--- src/rtl/mux4_rr_arbiter.sv ---
// rtl/mux4_rr_arbiter.sv - round-robin arbiter feeding a registered 4:1 word mux
// Picks a winner among four requesters, captures its word and holds it under valid/ready.
module mux4_rr_arbiter #(
  parameter int WIDTH = 8
) (
  input  logic               clk,
  input  logic               rst,
  input  logic [3:0]         req,
  input  logic [4*WIDTH-1:0] data_in,
  output logic [3:0]         gnt,
  output logic [1:0]         sel,
  output logic               out_valid,
  output logic [WIDTH-1:0]   out_data,
  input  logic               out_ready,
  output logic               busy
);

  typedef enum logic {IDLE = 1'b0, HOLD = 1'b1} state_t;

  state_t             state_q, state_d;
  logic [1:0]         ptr_q, ptr_d;
  logic [1:0]         sel_q, sel_d;
  logic [3:0]         gnt_q, gnt_d;
  logic [WIDTH-1:0]   data_q, data_d;

  logic [1:0]         win_idx;
  logic               arb_event;

  // Scan from the farthest offset back to ptr so the nearest requester overwrites.
  always_comb begin
    win_idx = ptr_q;
    for (int j = 3; j >= 0; j--) begin
      if (req[ptr_q + 2'(j)]) begin
        win_idx = ptr_q + 2'(j);
      end
    end
  end

  assign arb_event = (|req) && ((state_q == IDLE) || out_ready);

  always_ff @(posedge clk) begin
    if (rst) begin
      state_q <= IDLE;
      ptr_q   <= 2'd0;
      sel_q   <= 2'd0;
      gnt_q   <= 4'b0000;
      data_q  <= '0;
    end else begin
      state_q <= state_d;
      ptr_q   <= ptr_d;
      sel_q   <= sel_d;
      gnt_q   <= gnt_d;
      data_q  <= data_d;
    end
  end

  always_comb begin
    state_d = state_q;
    ptr_d   = ptr_q;
    sel_d   = sel_q;
    gnt_d   = 4'b0000;
    data_d  = data_q;
    if (arb_event) begin
      state_d = HOLD;
      ptr_d   = win_idx + 2'd1;
      sel_d   = win_idx;
      gnt_d   = 4'b0001 << win_idx;
      data_d  = data_in[win_idx*WIDTH +: WIDTH];
    end else if (state_q == HOLD && out_ready) begin
      state_d = IDLE;
    end
  end

  always_comb begin
    out_valid = (state_q == HOLD);
    busy      = (state_q == HOLD);
    gnt       = gnt_q;
    sel       = sel_q;
    out_data  = data_q;
  end

endmodule

--- config.mk ---
export PLATFORM = sky130hd
export DESIGN_NAME = mux4_rr_arbiter
export DESIGN_NICKNAME = d
export VERILOG_FILES = /design/src/rtl/mux4_rr_arbiter.sv
export SDC_FILE = /design/constraint.sdc
export NUM_CORES = 1
export LEC_CHECK = 0
export BUFFER_PORTS_ARGS = -buffer_cell sky130_fd_sc_hd__buf_2
export CAP_MARGIN = 15
export CORE_MARGIN = 1.5
export CORE_UTILIZATION = 40
export CTS_CLUSTER_DIAMETER = 50
export CTS_CLUSTER_SIZE = 30
export DETAILED_ROUTE_END_ITERATION = 12
export HOLD_SLACK_MARGIN = 0.12
export PLACE_DENSITY = 0.76
export SLEW_MARGIN = 20
export SYNTH_ARGS = -nofsm -noshare
export SYNTH_HDL_FRONTEND = slang
export SYNTH_SLANG_ARGS = --single-unit
--- constraint.sdc ---
create_clock -name clk -period 2.1 [get_ports clk]
set_input_delay 0.21 -clock clk [delete_from_list [all_inputs] [get_ports clk]]
set_output_delay 0.21 -clock clk [all_outputs]
set_load 0.05 [all_outputs]
==> out/results.md <==
### Routing
* total wire length after detailed routing: 1850 µm
* via count normalized by instance count: 4.96
* iteration count of the initial detailed-routing pass: 3
* routed length per placed instance: 10.9 µm
* total vias in the final route: 838
* starting DRC count in detailed routing: 9
* number of nets with antenna violations after routing: 0
* # DRC: 0

### Placed design
* post-placement setup slack: 0.401 ns
* sum of net half-perimeters after detailed placement: 1460 µm
* RD Place Congestion: 0.742
* count of buffers from port buffering: 54

### Timing
* Sum Neg Setup Slack: 0 ns
* Fin Clk Skew: 0.00143 ns
* slew at the pin with the worst max-slew slack: 0.515 ns
* smallest setup slack after layout: 0.433 ns
* Setup Viol. Count Final: 0
* remaining max-slew budget at the tightest pin: 0.655
* count of final max-slew check failures: 0
* Final Hold Vio Count: 0
* peak clock frequency supported by timing: 600 MHz
* ratio of final minimum period to clock period: 0.794
* Hold Slack: 0.165 ns
* clock period minus worst slack: 1.67 ns
* unrepaired setup endpoints after global routing: false

### Yosys
* portion of the post-synthesis area used by sequential elements: 0.387
* Syn Nets: 127
* Syn Std Cell Area: 880 µm²
* biggest area consumer among synthesized cells: dfxtp_1
* cell types occupying the most area after synthesis: dfxtp_1 (39%), mux2i_1 (20%), o221ai_1 (8.0%), nand2_1 (3.8%), nor2_1 (3.8%)
* synthesized area divided by synthesized cell count: 10.0 µm²
* total of warnings raised by yosys: 0
* fraction of post-synthesis cell area in the top cell type by area: 0.387
* Gate Count Post-Synth: 88
* #FFs+latches synth: 17
* number of unique standard cell types used by synthesis: 23

### Floorplanning
* Die Outline Area: 2490 µm²
* initial core utilization: 0.435
* Core Region: 2020 µm²
* die span in x: 49.9 µm
* height of the die: 49.9 µm
* Core Rows: 16
* top-level I/O count: 55

### Worst setup path
* crit end category: flip-flop
* arrival time at the worst endpoint: 1.86 ns
* worst r2r src: ptr_q[1]
* worst reg2reg path endpoint: out_data[5]
* number of cell instances on the worst register-to-register path: 4
* kind of launch point of the worst setup path: flip-flop
* Crit Path Class: reg -> reg
* required arrival time at the worst endpoint: 2.29 ns
* worst-case register-to-register setup slack: 0.43 ns
* critical path fanouts, max: 10

### Clock tree
* master cell of the clock root buffer: clkbuf_4
* register clock-pin slew on the reported worst setup and hold paths: 0.10 ns
* CTS tree: built
* post_cts resized: 0
* number of sinks on the clock net: 17
* H-tree Lvls: 1
* clock latency at the later pin of the worst-skew pair: 0.28 ns
* CTS Hold Bufs: 0
* setup fix buffers added after clock tree synthesis: 0
* buffer depth of the longest clock path: 2
* Inserted Clock Buffers: 3

### Cells and area
* number of inserted filler cells in the final layout: 178
* layout cell share with drive strength beyond 1: 0.437
* count of inserted antenna diode cells: 0
* number of nets at the end of the flow: 182
* area occupied by multi-input gates: 479 µm²
* synthesis-to-finish area growth: 32.6%
* Seq. cell area: 340 µm²

### Worst hold path
* kind of path behind the tightest hold check: in -> reg
* endpoint of the worst hold-timing path: busy
* hold path cells: 2
* hold path start: rst

### Run
* max-cap check violation count: 0

### Global routing
* largest net degree at the start of global routing: 23
* combined global-route utilization of all metal layers: 0.156
* global-route wire length before repair: 3030 µm
* overflow left after global routing: 0
* vias in the first global route: 746
* initial antenna violation count: 0

### Outcome
* run status: finished clean

### Power
* Leakage: 0.585 nW
* cell area power density: 842 nW/µm²
* worst supply voltage drop on vdd: 0.000397 V

metal layers:
layer,vias to the layer above,routed length [µm],track usage
li1,435,-,-
met1,362,844,0.205
met2,39,838,0.242
met3,2,154,0.0455
met4,0,10,0.0556
met5,-,0,0
Yosys cell counts:
| cell type | count |
|---|---|
| o31ai_1 | 1 |
| a21oi_1 | 1 |
| nor2_1 | 9 |
| o31ai_2 | 1 |
| nor3b_1 | 1 |
| o311a_1 | 1 |
| inv_1 | 2 |
| nor2b_1 | 4 |
| a211oi_1 | 2 |
| nor4_2 | 1 |
| o21bai_1 | 1 |
| xnor2_1 | 1 |
| o221ai_1 | 8 |
| a21oi_4 | 1 |
| buf_4 | 2 |
| o21ai_1 | 2 |
| buf_8 | 1 |
| nand2_1 | 9 |
| mux2i_1 | 18 |
| nand3b_1 | 2 |
| or3b_1 | 1 |
| buf_6 | 2 |
| dfxtp_1 | 17 |
report_power, final:
part | internal [mW] | switching (mW)
registers | 0.370 | 0.0261
clock network | 0.0705 | 0.0961
logic | 0.145 | 0.275
state kept, by name, summed over array words and instances (netlist names):
name      count
sel           2
gnt           4
ptr_q         2
busy          1
out_data      8
worst max path at each step:
stage               startpoint     endpoint  slack [ns]  cells after the start
floorplan                 busy  out_data[0]        0.54                      4
global placement        req[3]  out_data[2]        0.45                      5
detailed placement      req[3]  out_data[0]        0.40                      6
CTS                   ptr_q[1]  out_data[5]        0.42                      4
global route          ptr_q[1]  out_data[5]        0.32                      4
finish                ptr_q[1]  out_data[5]        0.43                      4
kinds of logic after synthesis:
kind of cell / synth area share
compound gates: 0.175
flops: 0.387
simple gates: 0.155
mux: 0.205
xor+xnor: 0.00996
buf+inv: 0.0683
worst max-delay path, stage by stage, from the launching register on:
cell and delay [ns]:
dfxtp_1 0.36, o31ai_1 0.30, o31ai_2 0.14, or3b_1 0.54
o221ai_1 0.25
metrics by stage:
stage	cells	area [µm²]	utilization	total power, mW
after floorplan	88	880	-	0.744
after global placement	165	1140	0.563	0.819
after detailed placement	165	1140	0.563	0.825
after CTS	169	1170	0.577	0.992
after global routing	169	1170	0.577	1.04
final	169	1170	0.577	0.982
cell usage in the layout (no fill, tap or decap):
cell type	instances
buf_4	1
or3b_1	1
buf_2	54
a21oi_1	1
o31ai_1	1
clkinv_2	1
o21ai_1	2
nor2b_1	4
o221ai_1	8
nor4_2	1
nor2_1	9
nand3b_1	2
clkbuf_4	3
a211oi_1	2
o31ai_2	1
o311a_1	1
nor3b_1	1
nand2_1	9
a21oi_4	1
inv_1	2
mux2i_1	18
dfxtp_1	17
o21bai_1	1
xnor2_1	1
cell type report:
class / count / share of cell area
Multi-Input combinational cell: 64 / 0.411
Sequential cell: 17 / 0.292
Timing Repair Buffer: 55 / 0.238
Tap cell: 27 / 0.0290
Clock buffer: 3 / 0.0193
Inverter: 2 / 0.00644
Clock inverter: 1 / 0.00429
No activity file was read; power rests on OpenSTA's default activity.
